[config.mk]
export PLATFORM = sky130hd
export DESIGN_NAME = write_back_unit
export DESIGN_NICKNAME = d
export VERILOG_FILES = /design/src/rtl/wb_pkg.sv /design/src/rtl/write_back_unit_hilo.sv /design/src/rtl/write_back_unit.sv
export SDC_FILE = /design/constraint.sdc
export NUM_CORES = 1
export LEC_CHECK = 0
export BUFFER_PORTS_ARGS = -buffer_cell sky130_fd_sc_hd__buf_2
export CAP_MARGIN = 20
export CORE_ASPECT_RATIO = 1.25
export CORE_MARGIN = 10
export CORE_UTILIZATION = 53
export CTS_BUF_LIST = sky130_fd_sc_hd__clkbuf_8
export DETAILED_ROUTE_END_ITERATION = 10
export GPL_TIMING_DRIVEN = 0
export PLACE_DENSITY = 0.85
export SLEW_MARGIN = 20
export SYNTH_ARGS = -nofsm -noshare
export SYNTH_HDL_FRONTEND = slang
export SYNTH_SLANG_ARGS = --single-unit
[constraint.sdc]
create_clock -name Clk -period 8.52 [get_ports Clk]
set_clock_uncertainty 0.2 [all_clocks]
set_input_delay 0.852 -clock Clk [delete_from_list [all_inputs] [get_ports Clk]]
set_output_delay 0.852 -clock Clk [all_outputs]
set_load 0.005 [all_outputs]
[src/rtl/wb_pkg.sv]
// Shared constants, control bundle and decode helpers for the MIPS write-back stage.
package wb_pkg;

  localparam logic [4:0]  REG_RA              = 5'd31;
  localparam logic [4:0]  REG_ZERO            = 5'd0;
  localparam int unsigned LINK_OFFSET_DEFAULT = 4;

  typedef enum logic [1:0] {
    WD_LINK,
    WD_HILO,
    WD_MEM,
    WD_ALU
  } wd_src_e;

  typedef enum logic [2:0] {
    HL_NONE,
    HL_MADD,
    HL_MSUB,
    HL_MULT,
    HL_MTHI,
    HL_MTLO,
    HL_ILLEGAL
  } hilo_op_e;

  typedef struct packed {
    logic reg_write;
    logic mem_to_reg;
    logic hi_to_reg;
    logic hi_or_lo;
    logic hi_write;
    logic lo_write;
    logic madd;
    logic msub;
    logic dont_move;
    logic move_on_not_zero;
    logic jump_and_link;
  } wb_ctl_t;

  // Accumulate ops take precedence over plain HI/LO writes.
  function automatic hilo_op_e decode_hilo_op(input wb_ctl_t c);
    if (c.madd && c.msub)          return HL_ILLEGAL;
    if (c.madd)                    return HL_MADD;
    if (c.msub)                    return HL_MSUB;
    if (c.hi_write && c.lo_write)  return HL_MULT;
    if (c.hi_write)                return HL_MTHI;
    if (c.lo_write)                return HL_MTLO;
    return HL_NONE;
  endfunction

  function automatic wd_src_e decode_wd_src(input wb_ctl_t c);
    if (c.jump_and_link) return WD_LINK;
    if (c.hi_to_reg)     return WD_HILO;
    if (c.mem_to_reg)    return WD_MEM;
    return WD_ALU;
  endfunction

endpackage

[src/rtl/write_back_unit_hilo.sv]
// HI/LO accumulator: 2*WIDTH register with madd/msub/mult/mthi/mtlo update.
// BYPASS=1 exposes the value being written this cycle instead of the registered one.
module hilo_accumulator
  import wb_pkg::*;
#(
  parameter int unsigned WIDTH  = 32,
  parameter bit          BYPASS = 1'b0
) (
  input  logic               clk,
  input  logic               rst,
  input  logic               en,
  input  hilo_op_e           op,
  input  logic [2*WIDTH-1:0] product,
  input  logic [WIDTH-1:0]   alu_result,
  output logic [WIDTH-1:0]   hi,
  output logic [WIDTH-1:0]   lo
);

  logic [2*WIDTH-1:0] acc;
  logic [2*WIDTH-1:0] acc_next;

  always_comb begin
    acc_next = acc;
    if (en) begin
      case (op)
        HL_MADD: acc_next = acc + product;
        HL_MSUB: acc_next = acc - product;
        HL_MULT: acc_next = product;
        HL_MTHI: acc_next = {alu_result, acc[WIDTH-1:0]};
        HL_MTLO: acc_next = {acc[2*WIDTH-1:WIDTH], alu_result};
        default: acc_next = acc;
      endcase
    end
  end

  always_ff @(posedge clk or posedge rst) begin
    if (rst) acc <= '0;
    else     acc <= acc_next;
  end

  assign hi = BYPASS ? acc_next[2*WIDTH-1:WIDTH] : acc[2*WIDTH-1:WIDTH];
  assign lo = BYPASS ? acc_next[WIDTH-1:0]       : acc[WIDTH-1:0];

endmodule

[src/rtl/write_back_unit.sv]
// MIPS write-back stage: MEM/WB register, register-file write muxing, HI/LO ownership.
// Optional: define WRITE_BACK_HILO_BYPASS_EN to forward same-cycle HI/LO updates to mfhi/mflo.
module write_back_unit
  import wb_pkg::*;
#(
  parameter int unsigned WIDTH       = 32,
  parameter int unsigned LINK_OFFSET = LINK_OFFSET_DEFAULT
) (
  input  logic               Clk,
  input  logic               Rst,
  input  logic               Stall,
  input  logic               Flush,
  input  logic               RegWriteIn,
  input  logic               MemToRegIn,
  input  logic               HiToRegIn,
  input  logic               HiOrLoIn,
  input  logic               HiWriteIn,
  input  logic               LoWriteIn,
  input  logic               MaddIn,
  input  logic               MsubIn,
  input  logic               DontMoveIn,
  input  logic               MoveOnNotZeroIn,
  input  logic               JumpAndLinkIn,
  input  logic [WIDTH-1:0]   ALUResultIn,
  input  logic [2*WIDTH-1:0] ProductIn,
  input  logic [WIDTH-1:0]   MemReadDataIn,
  input  logic [WIDTH-1:0]   MoveDataIn,
  input  logic [WIDTH-1:0]   LinkPCIn,
  input  logic [4:0]         WriteRegisterIn,
  output logic [4:0]         WriteRegister,
  output logic [WIDTH-1:0]   WriteData,
  output logic               RegWrite,
  output logic [WIDTH-1:0]   HiOut,
  output logic [WIDTH-1:0]   LoOut
);

`ifdef WRITE_BACK_HILO_BYPASS_EN
  localparam bit HILO_BYPASS = 1'b1;
`else
  localparam bit HILO_BYPASS = 1'b0;
`endif

  wb_ctl_t            ctl_in;
  wb_ctl_t            ctl_q;
  logic [WIDTH-1:0]   alu_q;
  logic [WIDTH-1:0]   mem_q;
  logic [WIDTH-1:0]   move_q;
  logic [WIDTH-1:0]   link_q;
  logic [2*WIDTH-1:0] prod_q;
  logic [4:0]         wreg_q;
  logic [WIDTH-1:0]   hi_view;
  logic [WIDTH-1:0]   lo_view;
  logic               move_ok;

  assign ctl_in = '{
    reg_write:        RegWriteIn,
    mem_to_reg:       MemToRegIn,
    hi_to_reg:        HiToRegIn,
    hi_or_lo:         HiOrLoIn,
    hi_write:         HiWriteIn,
    lo_write:         LoWriteIn,
    madd:             MaddIn,
    msub:             MsubIn,
    dont_move:        DontMoveIn,
    move_on_not_zero: MoveOnNotZeroIn,
    jump_and_link:    JumpAndLinkIn
  };

  // A bubble only clears control; data fields are don't-care and simply hold.
  always_ff @(posedge Clk or posedge Rst) begin
    if (Rst) begin
      ctl_q  <= '0;
      alu_q  <= '0;
      mem_q  <= '0;
      move_q <= '0;
      link_q <= '0;
      prod_q <= '0;
      wreg_q <= '0;
    end else if (Flush) begin
      ctl_q  <= '0;
    end else if (!Stall) begin
      ctl_q  <= ctl_in;
      alu_q  <= ALUResultIn;
      mem_q  <= MemReadDataIn;
      move_q <= MoveDataIn;
      link_q <= LinkPCIn;
      prod_q <= ProductIn;
      wreg_q <= WriteRegisterIn;
    end
  end

  hilo_accumulator #(
    .WIDTH  (WIDTH),
    .BYPASS (HILO_BYPASS)
  ) u_hilo (
    .clk        (Clk),
    .rst        (Rst),
    .en         (!Stall),
    .op         (decode_hilo_op(ctl_q)),
    .product    (prod_q),
    .alu_result (alu_q),
    .hi         (hi_view),
    .lo         (lo_view)
  );

  assign HiOut = hi_view;
  assign LoOut = lo_view;

  assign WriteRegister = ctl_q.jump_and_link ? REG_RA : wreg_q;

  always_comb begin
    move_ok = 1'b1;
    if (ctl_q.dont_move && !ctl_q.jump_and_link)
      move_ok = ctl_q.move_on_not_zero ? (move_q != '0) : (move_q == '0);
  end

  assign RegWrite = ctl_q.reg_write && move_ok && (WriteRegister != REG_ZERO);

  always_comb begin
    WriteData = alu_q;
    case (decode_wd_src(ctl_q))
      WD_LINK: WriteData = link_q + WIDTH'(LINK_OFFSET);
      WD_HILO: WriteData = ctl_q.hi_or_lo ? hi_view : lo_view;
      WD_MEM:  WriteData = mem_q;
      default: WriteData = alu_q;
    endcase
  end

endmodule

[Yosys cells after proc, flatten, opt, wreduce, memory -nomap -nowiden]
Index checks and enable logic that the tools add are counted.
Word-level totals
  register bits after elaboration: 272
  input port bits: 212
  output and inout port bits: 102
Operators by class
  add/subtract/negate cells: 3
  equality and inequality tests: 8
  multiplexer cells: 54
  bitwise gates (word level): 4
  reduce and logical (&&, ||, !) cells: 15
Operators by type and width (count)
  case mux 64 bit (5 select lines): 1
  case mux 32 bit (3 select lines): 1
  adder 64 bit: 1
  subtractor 64 bit: 1
  2-to-1 mux 3 bit: 13
  adder 32 x 3 -> 32 bit, second input constant: 1
  zero test 32 bit: 1
  2-to-1 mux 32 bit: 1
  nonzero test 32 bit: 1
  2-to-1 mux 1 bit: 29
  2-to-1 mux 11 bit: 2
  2-to-1 mux 2 bit: 6
  nonzero test 4 bit: 2
  equality test 3 x 2 -> 1 bit, second input constant: 2
  equality test 3 bit, second input constant: 2
  AND reduction 3 bit: 2
  logical AND 1 bit: 5
  2-to-1 mux 5 bit: 1
  nonzero test 5 bit: 1
  inverter 1 bit: 4
  equality test 3 x 1 -> 1 bit, second input constant: 1
  equality test 2 x 1 -> 1 bit, second input constant: 1
  equality test 2 bit, second input constant: 1
  zero test 2 bit: 1
  3 further kinds: 3

[Logic depth before layout (Yosys ltp)]
Gate-level depths: netlist of run 1.
  word-level depth: 26
  gate-level depth with buffers: 23
  gate-level depth less buffers: 21

[Hierarchy]
From an unflattened synthesis of run 1, not the netlist that was laid out.
Unflattened totals
  cell total of the unflattened synthesis: 1829
  area, all modules: 17802.1 um^2
By module, submodules not included
  write_back_unit: times used 1, cells an instance 772, area each 9784.4 um^2, sequential area each 5205.0 um^2
  hilo_accumulator: times used 1, cells an instance 1057, area each 8017.7 um^2, sequential area each 1601.5 um^2

[Worst setup path before layout of run 1]
No wires, ideal clock.
  path kind: reg2reg
  start: register prod_q[8]
  end: register u_hilo.acc[57]
  setup time: 0.142 ns
  arrival time: 4.661 ns
  data required time: 8.178 ns
  path slack: 3.517 ns
  cell stages (with the launch flop): 21
  path through: dfrtp_1 > or4_4 > nor4_4 > nand4_2 > or3_4 > nor4_4 > nand2_2 > nor4_1 > nor2_1 > xnor2_1 > ha_1 > inv_1 > nor3_1 > and3_1 > and4_1 > a221oi_1 > o31ai_1 > a211o_1 > o21ai_0 > xor2_1 > o221ai_1
Between the ends
  longest elaborated chain between the ends: 2
RTL lines
  from (decl): line write_back_unit.sv:49  | logic [2*WIDTH-1:0] prod_q;
  from (signal assigned): line write_back_unit.sv:87  | prod_q <= ProductIn;
  subtractor 64 bit or adder 64 bit (tied branches): line write_back_unit_hilo.sv:27, write_back_unit_hilo.sv:26
  case mux 64 bit (5 select lines) *: line write_back_unit_hilo.sv:25  | case (op)
  to (signal assigned): line write_back_unit_hilo.sv:38  | else acc <= acc_next;
  to (decl): line write_back_unit_hilo.sv:19  | logic [2*WIDTH-1:0] acc;
Every way passes the cells marked *; elsewhere a longest branch is shown, timed or not.
A chain may end at the register's enable or synchronous reset.

[Final worst setup path of run 1]
  start: register prod_q[2]
  end: register u_hilo.acc[57]
The elaborated chain is that of the path after synthesis.

==> run metrics, run 1 <==
TritonCTS buffer count=45; netlist area before placement=17600 um2; headroom to the max-slew limit=0.240; count of buffering cells on the critical path with inverters included=1; largest cells by area after synthesis=sky130_fd_sc_hd__dfrtp_1, sky130_fd_sc_hd__mux2_2, sky130_fd_sc_hd__ha_1; vias in the first global route=17100; number of unique standard cell types used by synthesis=80; dominant cell by count in the synthesized netlist=sky130_fd_sc_hd__dfrtp_1; fraction of final layout cells sized beyond drive strength 1=0.286; Vert. Die Dim=roughly 220 um; drt first pass iters=9; total congestion overflow=0; clock-pin slew of the registers on the worst-case setup and hold paths=0.07 ns; worst slack at placement=1.67 ns; Total Routing Usage GR=0.336; Final Util=0.634; max capacitance violation total=0; Clock H-tree levels=2; final-stage net count=about 2400; I/O pin cnt=roughly 310; Syn Inst Count=around 1800; share of synthesized flip-flops with an asynchronous set or reset=1.00; min cycle time layout=7.16 ns; CP endpoint kind=flop; maximum number of pins on one net before global-route repair=37; worst-path maximum fanout=7; leakage power=between 9 and 10 nW; post-route setup slack=1.36 ns; cell chosen for the clock root=sky130_fd_sc_hd__clkbuf_8; Total Negative Setup Slacks=0 ns; Critical Path Slowest Stage Cell=sky130_fd_sc_hd__a221oi_1; count of yosys warnings during synthesis=0; leading post-synthesis cells by instance count=sky130_fd_sc_hd__dfrtp_1, sky130_fd_sc_hd__mux2_2, sky130_fd_sc_hd__a21oi_1, sky130_fd_sc_hd__nor2_1, sky130_fd_sc_hd__nand2_1; Post-route DRC=0; share of the cycle needed by the critical path after routing=0.840; Max Root-Sink Buffers=3; DR WL/cell=27.5 um; CP cell instances=clkbuf_1, nor4_2, nor3b_2, nand4_2, or3_4, nor4_4, nand2_2, nor4_1, nor2_1, xnor2_1, ha_1, a21oi_1, o21ai_0, a21oi_1, o2111ai_1, a221oi_1, o31ai_1, a211o_1, o21ai_0, xor2_1, o221ai_1; via-per-instance ratio=~6.5; initial core utilization=0.538; latest clock arrival within the worst-skew pair=0.61 ns; synthesized flop and latch total=272; slowest stage delay, CP=0.90 ns; minimum hold slack=0.0513 ns; antenna violations before repair=7; count of flip-flops with a built-in enable after synthesis=0; Hold Vio Cnt, Final=0; average cell area after synthesis=9.78 um2; Final Max Tran Viols=0; Std-Cell Rows=74; overall power after layout=6.71 mW; post-cts repair resize count=0; worst supply voltage drop on vdd=about 0.19 mV; area growth from synthesis to layout=17.9%; antenna viol nets, final=0; start-to-end type of the worst setup path=reg2reg; main flop type after synthesis=sky130_fd_sc_hd__dfrtp_1; die boundary width=183 um; floorplan core area=32700 um2; GPL Wtd Cong=1.04; total of endpoints with negative setup slack in the final report=0; result of the run=finished, final reports clean; Worst path top cell family by delay=compound AO/OA/AOI/OAI gates; total routed wirelength=71800 um; endpoint arrival time on the critical path=7.41 ns; global-route wire length before repair=106000 um; initial DRC count=2206; post-CTS setup buffers=0; class of the tightest hold or removal check=in2async; WP data required=8.77 ns; slew at the pin closest to its max-slew limit=1.14 ns; Max Clk Rate=approximately 140 MHz; reg-to-reg slack, setup=1.36 ns; RSZ-0062 raised after global routing=false; Clock Sinks=roughly 270; Seq/Total Area, Yosys=0.387; top cell type's share of synthesized area=0.387; HPWL after DPL=57200 um; hold bufs inserted after CTS=0; power density over cell area=324 nW/um2; die area=a little over 40000 um2; Synthesized Nets=2079; number of input and output port buffers inserted=312; clock tree from TritonCTS=built; cell taking the most area after synthesis=sky130_fd_sc_hd__dfrtp_1; overall via count from detail_route=17100; startpoint kind of the worst setup timing path=flop
flip-flops by register name, indices dropped and copies added (netlist names):
| signal | cells |
|---|---|
| alu_q | 32 |
| ctl_q | 11 |
| link_q | 32 |
| mem_q | 32 |
| move_q | 32 |
| prod_q | 64 |
| u_hilo.acc | 64 |
| wreg_q | 5 |
final cells by class:
cell class / count / area, um2
Antenna cell: 1 / 2.50
Clock buffer: 56 / 771
Timing Repair Buffer: 321 / 1740
Fill cell: 2756 / 12000
Clock inverter: 21 / 104
Multi-Input combinational cell: 1381 / 10200
Inverter: 32 / 124
Tap cell: 418 / 523
Buffer: 113 / 435
Sequential cell: 272 / 6810
layer usage:
layer / wire [um] / up-vias / global-route usage
li1: - / 7421 / -
met1: 26000 / 8225 / 0.399
met2: 32400 / 1131 / 0.534
met3: 7900 / 270 / 0.0832
met4: 5490 / 12 / 0.221
met5: 72 / - / 0
cells in the final DEF (no fill, tap or decap), drive strengths merged, types with 7 or more instances in the layout:
master	netlist	routed
a222oi	51	51
mux2	197	197
o22ai	12	12
nand3	19	19
mux2i	42	42
clkinv	0	7
xor2	75	75
nor4	21	21
or2	10	10
and4	8	8
o21bai	12	12
a22oi	10	10
nor2	147	147
nor2b	14	14
inv	32	44
o21ai	95	95
nand4	22	22
clkbuf	103	159
and3	18	18
a21o	35	35
buf	10	331
nand2	127	127
a21oi	162	162
a221oi	10	10
o221ai	7	7
xnor2	77	77
nor3	17	17
o211ai	7	7
or3	7	7
a31oi	19	19
dfrtp	272	272
o31ai	11	11
ha	68	68
and2	7	7
a211oi	17	17
worst paths after layout:
check / from / end / depth (start not counted)
hold / removal: Rst / alu_q[4] / 2
setup / recovery: prod_q[2] / u_hilo.acc[57] / 21
max in group asynchronous: Rst / prod_q[58] / 6
min in group Clk: LinkPCIn[7] / link_q[7] / 3
setup reg to reg: prod_q[2] / u_hilo.acc[57] / 21
hold reg to reg: mem_q[28] / mem_q[28] / 1
metrics by stage:
| stage | cell area [um2] | instances |
|---|---|---|
| 3_5_place_dp | 19800 | 2537 |
| 5_1_grt | 20700 | 2614 |
| 6_report | 20700 | 2615 |
| 2_1_floorplan | 17600 | 1798 |
| 3_3_place_gp | 19700 | 2528 |
| 4_1_cts | 20700 | 2614 |
kinds of logic after synthesis:
logic type | Yosys count | synth area share
buffers and inverters | 145 | 0.0316
adders and majority gates | 69 | 0.0495
and+or+nand+nor | 430 | 0.119
AOI/OAI and AO/OA | 491 | 0.187
xor gates and xnor gates | 152 | 0.0757
muxes | 239 | 0.150
DFF | 272 | 0.387
power breakdown:
part / internal, mW / leakage [nW] / switching [mW]
clock network: 0.593 / 0.499 / 0.571
registers: 1.58 / 3.22 / 0.593
logic: 1.46 / 5.41 / 1.92
Power figures use the tool's default switching activity.
==> run 2, diff against run 1 <==
- ABC_AREA: unset -> 1
- CORE_UTILIZATION: 53 -> 54
- clock period: 8.52 -> 6 ns (I/O delays scaled with it)
==> run metrics, run 2 <==
result of the run=finished, final reports clean; largest cells by area after synthesis=sky130_fd_sc_hd__dfrtp_1, sky130_fd_sc_hd__nand2_1, sky130_fd_sc_hd__inv_1; via-per-instance ratio=5.84 (-10%); min-delay src=ProductIn[5]; count of yosys warnings during synthesis=0 (unchanged); antenna viol nets, final=0 (unchanged); final-stage net count=3964 (+62%); Clock Sinks=272 (unchanged); number of input and output port buffers inserted=313 (+0.32%); filler instances=3590 (+30%); start-to-end type of the worst setup path=reg2reg; main flop type after synthesis=sky130_fd_sc_hd__dfrtp_1; registers with the highest flip-flop counts=prod_q x64, u_hilo.acc x64; hold bufs inserted after CTS=48 (+48); Total Routing Usage GR=0.399 (+0.0626); average cell area after synthesis=6.32 um2 (-35%); Max Root-Sink Buffers=3 (unchanged); share of the cycle needed by the critical path after routing=0.798 (-0.0418); overall power after layout=10.1 mW (+50%); Total Negative Setup Slacks=0 ns (unchanged); class of the tightest hold or removal check=in2reg; launch point of the worst reg-to-reg path=prod_q[0]; Clock H-tree levels=2 (unchanged); Vert. Die Dim=239 um (+6.7%); post-cts repair resize count=0 (unchanged); min cycle time layout=4.79 ns (-2.37 ns); post-synthesis compound-gate area fraction=0.153 (-0.0340); I/O pin cnt=314 (unchanged); count of flip-flops with a built-in enable after synthesis=0 (unchanged); top cell type's share of synthesized area=0.329 (-0.0577); number of unique standard cell types used by synthesis=47 (-41%); leakage power=13.2 nW (+44%); area growth from synthesis to layout=18.2%; TritonCTS buffer count=40 (-11%); die area=46500 um2 (+14%); Post-route DRC=0 (unchanged); global-route wire length before repair=141000 um (+33%); CP endpoint kind=flop; overall via count from detail_route=24600 (+44%); leading cell types in the layout, fill and taps excluded=sky130_fd_sc_hd__nand2_1, sky130_fd_sc_hd__inv_1, sky130_fd_sc_hd__buf_2, sky130_fd_sc_hd__nor2_1, sky130_fd_sc_hd__dfrtp_1; share of synthesized flip-flops with an asynchronous set or reset=1.00 (unchanged); instance area at placement=23000 um2 (+16%); Max Clk Rate=209 MHz (+49%); endpoint arrival time on the critical path=5.09 ns (-2.32 ns); most common cell after layout, fill and taps aside=sky130_fd_sc_hd__nand2_1; netlist area before placement=20700 um2 (+18%); cell taking the most area after synthesis=sky130_fd_sc_hd__dfrtp_1; GPL Wtd Cong=1.10 (+5.7%); simple-gate area share of the yosys netlist=0.330 (+0.211); latest clock arrival within the worst-skew pair=0.61 ns (about the same); Final Max Tran Viols=0 (unchanged); headroom to the max-slew limit=0.271 (+0.0303); adder and majority gate portion of the synthesized area=0.0422 (-0.00738); critical register-to-register path endpoint=u_hilo.acc[55]; cell chosen for the clock root=sky130_fd_sc_hd__clkbuf_8; multiplexer fraction of the synthesized cell area=0 (-0.150); clock-pin slew of the registers on the worst-case setup and hold paths=0.07 ns (about the same); vias in the first global route=23400 (+37%); post-CTS setup buffers=0 (unchanged); Final Instance Area=24400 um2 (+18%); startpoint kind of the worst setup timing path=flop; post-synthesis xor/xnor area fraction=0.0276 (-0.0482); total routed wirelength=96800 um (+35%); worst setup path startpoint=prod_q[0]; main combinational cell family by area after synthesis=simple AND/OR/NAND/NOR gates; worst-path maximum fanout=6 (-1); floorplan core area=38000 um2 (+16%); initial DRC count=3008 (+36%); Endpoint, Worst Hold=prod_q[5]; maximum number of pins on one net before global-route repair=37 (unchanged); Worst Hold Path Cells=3; RSZ-0062 raised after global routing=false; synthesized flop and latch total=272 (unchanged); total of endpoints with negative setup slack in the final report=0 (unchanged); drt first pass iters=6 (-3); clock tree from TritonCTS=built; Hold Vio Cnt, Final=0 (unchanged); dominant cell by count in the synthesized netlist=sky130_fd_sc_hd__nand2_1; fraction of final layout cells sized beyond drive strength 1=0.126 (-0.159); antenna violations before repair=6 (-1); WP data required=6.30 ns (-2.47 ns); HPWL after DPL=78700 um (+38%); max capacitance violation total=0 (unchanged); leading post-synthesis cells by instance count=sky130_fd_sc_hd__nand2_1, sky130_fd_sc_hd__inv_1, sky130_fd_sc_hd__dfrtp_1, sky130_fd_sc_hd__nor2_1, sky130_fd_sc_hd__o21ai_0; die boundary width=195 um (+6.6%); slew at the pin closest to its max-slew limit=1.09 ns (-0.0455 ns); Std-Cell Rows=80 (+8.1%); initial core utilization=0.543 (+0.00523); R2R cell count=22 (+4.8%); Seq/Total Area, Yosys=0.329 (-0.0577); Synthesized Nets=3552 (+71%); worst supply voltage drop on vdd=0.220 mV (+17%); Syn Inst Count=3271 (+82%); DR WL/cell=23.0 um (-16%); total congestion overflow=0 (unchanged); power density over cell area=412 nW/um2 (+27%); reg-to-reg slack, setup=1.21 ns (-0.15 ns); minimum hold slack=0.00453 ns (-0.0468 ns)
==> run 2: layout make-up <==
type	instances	area, um2	share of cell area
flip-flops and latches	272	6810	0.279
clock buffers	53	729	0.0299
repair buffers	370	2230	0.0915
clock inverters	20	164	0.00671
plain buffers	102	440	0.0180
multi-input cells	2363	11400	0.467
diodes	2	5.00	0.000205
inverters	534	2010	0.0823
well taps	492	616	0.0252
==> run 2: cells by family after synthesis <==
| logic type | after synthesis |
|---|---|
| AND/OR/NAND/NOR | 1665 |
| buffers and inverters | 636 |
| AO/OA/AOI/OAI | 564 |
| flip-flops | 272 |
| adder cells (fa/ha/maj) | 69 |
| XOR/XNOR | 65 |
==> run 2: metrics by stage <==
step                utilization  setup WS [ns]  std cells
finish                    0.642           1.21       4208
global route              0.642           1.06       4207
CTS                       0.642           1.39       4206
detailed placement        0.605           1.43       4085
global placement          0.601          0.137       4076
floorplan                     -           1.60       3271
==> run 2: worst max path at each step <==
stage                           to  slack [ns]  depth (start not counted)
global route        u_hilo.acc[55]        1.06                         22
floorplan                 alu_q[0]        1.60                          1
finish              u_hilo.acc[55]        1.21                         22
detailed placement  u_hilo.acc[55]        1.43                         23
global placement        prod_q[52]        0.14                          2
CTS                 u_hilo.acc[55]        1.39                         22
==> run 2: where the power goes <==
group / internal (mW) / total, mW / leakage (nW) / switching, mW
Sequential: 2.21 / 2.76 / 3.28 / 0.544
Combinational: 1.83 / 5.61 / 9.40 / 3.78
Clock: 0.890 / 1.69 / 0.498 / 0.798
==> run 2: worst max-delay path, stage by stage (launching register included) <==
cell and delay (ns):
sky130_fd_sc_hd__dfrtp_1 0.40, sky130_fd_sc_hd__inv_1 0.13, sky130_fd_sc_hd__ha_1 0.22, sky130_fd_sc_hd__nand3_2 0.14, sky130_fd_sc_hd__nor2_2 0.26, sky130_fd_sc_hd__inv_2 0.12, sky130_fd_sc_hd__nor2_4 0.18, sky130_fd_sc_hd__nand3_2 0.16
sky130_fd_sc_hd__o21ai_2 0.22, sky130_fd_sc_hd__o21ai_1 0.18, sky130_fd_sc_hd__a21oi_1 0.39, sky130_fd_sc_hd__xor2_1 0.18, sky130_fd_sc_hd__ha_1 0.48, sky130_fd_sc_hd__nand2_1 0.16, sky130_fd_sc_hd__nor2_1 0.23, sky130_fd_sc_hd__nand2_1 0.16
sky130_fd_sc_hd__inv_1 0.08, sky130_fd_sc_hd__nand2_1 0.07, sky130_fd_sc_hd__nor2_1 0.11, sky130_fd_sc_hd__nand2_1 0.10, sky130_fd_sc_hd__nand3_1 0.12, sky130_fd_sc_hd__nand3_1 0.17, sky130_fd_sc_hd__a21oi_1 0.21
==> run 2: layer usage <==
metal,track usage,part of all wire,up-vias
met1,0.456,0.35,11100
met2,0.637,0.44,1832
met3,0.0839,0.11,443
li1,-,-,11200
met5,0,0.00028,-
met4,0.323,0.096,4
